==> src/rtl/paddle_ctrl_multi.sv <==
// Multi-channel paddle controller: per-pad left/right FSM with per-frame speed ramp and exact edge clamping.
// Optional macro PADDLE_AUTO_EN adds auto_en/target_x so a pad can track a target x instead of buttons.
module paddle_ctrl_multi #(
  parameter int NUM_PADS     = 2,
  parameter int SCREEN_WIDTH = 430,
  parameter int PAD_WIDTH    = 40,
  parameter int MIN_SPEED    = 1,
  parameter int MAX_SPEED    = 4,
  parameter int ACCEL_TICKS  = 8,
  localparam int XW          = $clog2(SCREEN_WIDTH)
) (
  input  logic                   clk,
  input  logic                   reset,
  input  logic                   frame_tick,
  input  logic [NUM_PADS-1:0]    left,
  input  logic [NUM_PADS-1:0]    right,
`ifdef PADDLE_AUTO_EN
  input  logic [NUM_PADS-1:0]    auto_en,
  input  logic [NUM_PADS*XW-1:0] target_x,
`endif
  output logic [NUM_PADS*XW-1:0] pad_xpos,
  output logic [NUM_PADS-1:0]    at_left,
  output logic [NUM_PADS-1:0]    at_right,
  output logic [NUM_PADS-1:0]    moving
);

  localparam int XMAX = SCREEN_WIDTH - PAD_WIDTH;
  localparam int SW   = $clog2(MAX_SPEED + 1);
  localparam int CW   = $clog2(ACCEL_TICKS + 1);

  localparam logic [XW-1:0] XINIT   = XW'(SCREEN_WIDTH / 2 - PAD_WIDTH / 2);
  localparam logic [XW:0]   XMAX_W  = (XW + 1)'(XMAX);
  localparam logic [SW-1:0] SPD_MIN = SW'(MIN_SPEED);
  localparam logic [SW-1:0] SPD_MAX = SW'(MAX_SPEED);
  localparam logic [SW-1:0] SPD_ONE = SW'(1);
  localparam logic [CW-1:0] CNT_ONE = CW'(1);
  localparam logic [CW-1:0] CNT_TOP = CW'(ACCEL_TICKS);

  typedef enum logic [1:0] {IDLE, MOVE_L, MOVE_R} state_t;

  for (genvar i = 0; i < NUM_PADS; i++) begin : g_pad
    state_t        state_q, state_d;
    logic [XW-1:0] xpos_q, xpos_d;
    logic [SW-1:0] speed_q, speed_d, base_speed, step;
    logic [CW-1:0] cnt_q, cnt_d, base_cnt;
    logic          moving_q, moving_d;
    logic          req_l, req_r, ramp;
    logic [XW:0]   x_ext, step_ext, x_sum;

`ifdef PADDLE_AUTO_EN
    localparam logic [XW+1:0] HALF_PAD = (XW + 2)'(PAD_WIDTH / 2);
    localparam logic [XW+1:0] ONE_W    = (XW + 2)'(1);
    logic [XW+1:0] centre, tgt;

    // Dead band of +/-1 px around the target stops the pad hunting back and forth.
    always_comb begin
      centre = (XW + 2)'(xpos_q) + HALF_PAD;
      tgt    = (XW + 2)'(target_x[i*XW +: XW]);
      if (auto_en[i]) begin
        req_r = (centre + ONE_W) < tgt;
        req_l = centre > (tgt + ONE_W);
      end else begin
        req_l = left[i] & ~right[i];
        req_r = right[i] & ~left[i];
      end
    end
`else
    assign req_l = left[i] & ~right[i];
    assign req_r = right[i] & ~left[i];
`endif

    always_comb begin
      state_d    = state_q;
      speed_d    = speed_q;
      cnt_d      = cnt_q;
      step       = '0;
      ramp       = 1'b0;
      base_speed = speed_q;
      base_cnt   = cnt_q;

      if (!(req_l || req_r)) begin
        state_d = IDLE;
        speed_d = SPD_MIN;
        cnt_d   = '0;
      end else if (state_q == IDLE) begin
        // The first tick of a press already counts toward the ramp.
        state_d    = req_r ? MOVE_R : MOVE_L;
        step       = SPD_MIN;
        ramp       = 1'b1;
        base_speed = SPD_MIN;
        base_cnt   = '0;
      end else if ((state_q == MOVE_R) == req_r) begin
        step = speed_q;
        ramp = 1'b1;
      end else begin
        state_d = req_r ? MOVE_R : MOVE_L;
        step    = SPD_MIN;
        speed_d = SPD_MIN;
        cnt_d   = '0;
      end

      if (ramp) begin
        if (base_cnt + CNT_ONE == CNT_TOP) begin
          cnt_d   = '0;
          speed_d = (base_speed < SPD_MAX) ? base_speed + SPD_ONE : base_speed;
        end else begin
          cnt_d   = base_cnt + CNT_ONE;
          speed_d = base_speed;
        end
      end

      // One extra bit of headroom so neither direction can wrap.
      x_ext    = {1'b0, xpos_q};
      step_ext = (XW + 1)'(step);
      x_sum    = x_ext + step_ext;
      xpos_d   = xpos_q;
      if (req_l) begin
        xpos_d = (x_ext < step_ext) ? '0 : XW'(x_ext - step_ext);
      end else if (req_r) begin
        xpos_d = (x_sum > XMAX_W) ? XMAX_W[XW-1:0] : x_sum[XW-1:0];
      end
      moving_d = (xpos_d != xpos_q);
    end

    always_ff @(posedge clk or posedge reset) begin
      if (reset) begin
        state_q  <= IDLE;
        xpos_q   <= XINIT;
        speed_q  <= SPD_MIN;
        cnt_q    <= '0;
        moving_q <= 1'b0;
      end else if (frame_tick) begin
        state_q  <= state_d;
        xpos_q   <= xpos_d;
        speed_q  <= speed_d;
        cnt_q    <= cnt_d;
        moving_q <= moving_d;
      end
    end

    assign pad_xpos[i*XW +: XW] = xpos_q;
    assign at_left[i]           = (xpos_q == '0);
    assign at_right[i]          = ({1'b0, xpos_q} == XMAX_W);
    assign moving[i]            = moving_q;
  end

endmodule
==> config.mk <==
export PLATFORM = sky130hd
export DESIGN_NAME = paddle_ctrl_multi
export DESIGN_NICKNAME = d
export VERILOG_FILES = /design/src/rtl/paddle_ctrl_multi.sv
export SDC_FILE = /design/constraint.sdc
export NUM_CORES = 1
export LEC_CHECK = 0
export ABC_AREA = 1
export BUFFER_PORTS_ARGS = -buffer_cell sky130_fd_sc_hd__buf_4
export CORE_ASPECT_RATIO = 1.2
export CORE_MARGIN = 3
export CORE_UTILIZATION = 50
export DETAILED_ROUTE_END_ITERATION = 16
export PLACE_DENSITY = 0.7
export RECOVER_POWER = 100
export SLEW_MARGIN = 25
export SYNTH_ARGS = -nofsm -noshare
export SYNTH_HDL_FRONTEND = slang
export SYNTH_SLANG_ARGS = --single-unit
export TNS_END_PERCENT = 50
==> constraint.sdc <==
create_clock -name clk -period 4.1 [get_ports clk]
set_clock_uncertainty 0.2 [all_clocks]
set_input_delay 0.205 -clock clk [delete_from_list [all_inputs] [get_ports clk]]
set_output_delay 0.205 -clock clk [all_outputs]
set_load 0.01 [all_outputs]
==> summary.md <==
| Metric | Value |
|---|---|
| Vias in the first global route | 3660 |
| Clk buf depth | 2 |
| Post-Syn Area | about 3900 um2 |
| CP Launch Point | left[0] |
| Pre-Repair DR Iteration Count | 5 |
| FP Rows | 34 |
| CTS Buf Count | 5 |
| Hold Crit Start | right[1] |
| Hold Path Cell Cnt | 3 |
| Area leader, netlist | dfrtp_1 |
| Initial antenna violation count | 0 |
| Hpwl dp | roughly 7400 um |
| Overall Power | 1723 uW |
| Data arrival, critical path | 3.56 ns |
| Clk Latency, worst-skew pair | 0.29 ns |
| Hold WC Path Type | primary input to flop |
| Unique masters post-synth | 43 |
| Max Slew Vio Count | 39 |
| Routability cong. | 0.9993 |
| Pwr/cell area | 411.1 nW/um2 |
| Area growth, synth to finish | 8.484% |
| Fillers | 743 |
| Root Driver | clkbuf_8 |
| WP depth | 26 |
| Synthesized area per cell | 6.505 um2 |
| Seq/Total Area, Yosys | between 20% and 30% |
| Crit share post-route | 87.23% |
| Leak Pwr | 0.002010 uW |
| Actual slew at the worst max-slew pin | 2.078 ns |
| Worst Setup End Kind | flop |
| Post-synth top area share | 18.13% |
| Startpoint Class | primary input |
| Worst r2r path cells | 24 |
| Iter 0 DRT Violations | 178 |
| Hold WS | 0.1038 ns |
| Post-Syn Nets | between 600 and 700 |
| Max_cap viols | 1 |
| Final setup viols | 0 |
| Post-CTS Resized | 0 |
| Starting Density | 52.50% |
| Vias per inst | 5.546 |
| Fraction of layout cells with a size suffix above 1 | 10.05% |
| Largest net degree at the start of global routing | 40 |
| Die span in y | 102.3 um |
| EDFF count, synth | 0 |
| First-pass GRT wire length | 16480 um |
| Synth warn | 0 |
| Top post-synthesis cells by area | dfrtp_1, nand2_1, nand3_1 |
| Final hold vios | 0 |
| RSZ-0062 raised after global routing | no |
| Via Count | slightly below 4000 |
| Worst reg2reg path startpoint | g_pad[0].state_q[0]$_DFFE_PP0P_ |
| Final WL | 9687 um |
| Top-count cell post-synth | nand2_1 |
| Worst path required time | 4.08 ns |
| Commonest cells in the netlist | nand2_1, nand3_1, inv_1 |
| Crit Path Category | primary input to flop |
| Global-route usage over all layers | 22.86% |
| Syn Inst Count | 594 |
| Diodes inserted | 0 |
| Fmax | 0.2796 GHz |
| Number of routed nets with antenna violations | 0 |
| Die area | between 8000 and 9000 um2 |
| Max FO, Critical Path | 8 |
| H-tree levels | 2 |
| Seq cells post-synth | 38 |
| Slew HR | -38.51% |
| Drt drc | 0 |
| Failing checks | capacitance limit, slew limit |
| IO Count | 31 |
| CTS Sinks | 38 |
| CTS tree | done |
| Net count, final | ~650 |
| Status | finished with violations |
| Final Critical Period | 3.576 ns |
| Core Util, Final | 56.95% |
| Clock transition at the registers of the reported paths | 0.08 ns |
| CP max stage delay | about 0.43 ns |
| Congestion Overflow GR | 0 |
| Critical path buffers and inverters | 4 |
| CP dominant cell by count | nand2_1 |
| Primary FF master, synth | dfrtp_1 |
| DIE WIDTH | 86.25 um |
| Critical Path Slowest Stage Cell | fa_1 |
| # port buffers | 30 |
| Crit path max-delay family | simple AND/OR/NAND/NOR gates |
| Post-synthesis async set-or-reset flop share | 100.0% |
| Core Region | around 7400 um2 |
| Setup_tns | 0 ns |
| Detail-routed net length per standard cell | roughly 14 um |
| Worst VDD drop | 186.2 uV |
cells in the final DEF (no fill, tap or decap), types with 2 or more instances in the layout:
cell type,count
nand2_1,153
nand3_1,73
inv_1,72
nor2_1,59
o21ai_0,34
a21oi_1,33
dfrtp_1,28
ha_1,24
buf_4,17
clkbuf_1,17
xor2_1,13
nand2_2,9
dfstp_1,8
o22ai_1,7
nand4_1,6
clkbuf_8,5
inv_2,4
nor3_1,4
o31ai_1,4
fa_1,4
nand3_2,3
nor2_2,3
o21ai_2,3
or2_2,3
nor4_1,3
nor3_2,2
nor2_4,2
o211ai_1,2
mux2_2,2
o32ai_1,2
bufinv_16,2
dfstp_2,2
state kept, by name, summed over array words and instances, names as in the netlist:
name / count
g_pad.cnt_q: 8
g_pad.xpos_q: 18
g_pad.speed_q: 6
g_pad.state_q: 4
g_pad.moving_q: 2
through the flow:
stage / area, um2 / worst slack [ns] / cells
floorplan: 3864 / 1.001 / 594
global placement: 4125 / 0.3884 / 698
detailed placement: 4125 / 0.3203 / 698
CTS: 4273 / 0.6375 / 707
global route: 4192 / 0.1767 / 707
finish: 4192 / 0.5236 / 707
worst reg2reg max path: stages (launching register included):
cell and delay, ns:
dfrtp_1 0.38, inv_1 0.09, nand2_1 0.05, nand2_1 0.07, nand2_1 0.05, o31ai_1 0.25
inv_1 0.12, ha_1 0.24, fa_1 0.43, nand3_2 0.11, nand2_2 0.09, nand2_1 0.09
nand3_1 0.08, nor2_2 0.14, nand3_2 0.06, nand2_1 0.23, nand2_2 0.11, o21ai_2 0.17
nand2_1 0.09, nand2_1 0.06, nand3_1 0.07, nor2_1 0.12, nand2_1 0.06, nand2_1 0.06
nand2_1 0.05
layout make-up:
class / instances / area [um2] / area share [%]
flip-flops and latches: 38 / 963.4 / 22.99
clock buffers: 5 / 68.82 / 1.642
clock inverters: 3 / 68.82 / 1.642
inverters: 77 / 289.0 / 6.896
repair buffers: 36 / 209.0 / 4.985
well taps: 90 / 112.6 / 2.687
multi-input cells: 458 / 2480 / 59.16
cell families (layout without fill, tap and decap cells):
logic type	after synthesis	count (layout)	share of synthesized area, %
AND/OR/NAND/NOR	322	322	37.27
multiplexers	2	2	0.5829
flip-flops	38	38	24.94
adder cells (fa/ha/maj)	28	28	9.845
AO/OA/AOI/OAI	92	92	13.76
buffers and inverters	98	121	10.43
XOR/XNOR	14	14	3.174
worst paths after layout:
check                                                        to  slack, ns
worst max-delay path              g_pad[0].moving_q$_DFFE_PP0P_       0.52
worst min-delay path            g_pad[1].state_q[1]$_DFFE_PP0P_       0.10
worst max register to register    g_pad[0].moving_q$_DFFE_PP0P_       0.54
worst min register to register    g_pad[1].cnt_q[3]$_DFFE_PP0P_       0.33
max in group asynchronous        g_pad[0].xpos_q[5]$_DFFE_PP0P_       1.49
min in group asynchronous         g_pad[0].cnt_q[3]$_DFFE_PP0P_       1.02
metal layers:
metal | up-vias | share of wire, % | global-route usage [%]
li1 | 1978 | - | -
met1 | 1785 | 43 | 28.65
met2 | 133 | 48 | 40.12
met3 | 25 | 5.5 | 2.097
met4 | 0 | 3.4 | 9.832
met5 | - | 0 | 0
where the power goes:
part / internal [uW] / switching (uW)
combinational: 275 / 493
sequential: 443 / 125
clock: 244 / 143
total: 962 / 761
timing repair:
| item | CTS | global route |
|---|---|---|
| hold buffers | 1 | 0 |
| buffers inserted | 0 | 0 |
| endpoints found under the setup margin | 0 | 0 |
| hold endpoints to repair | 28 | 0 |
No activity file was read; power rests on OpenSTA's default activity.
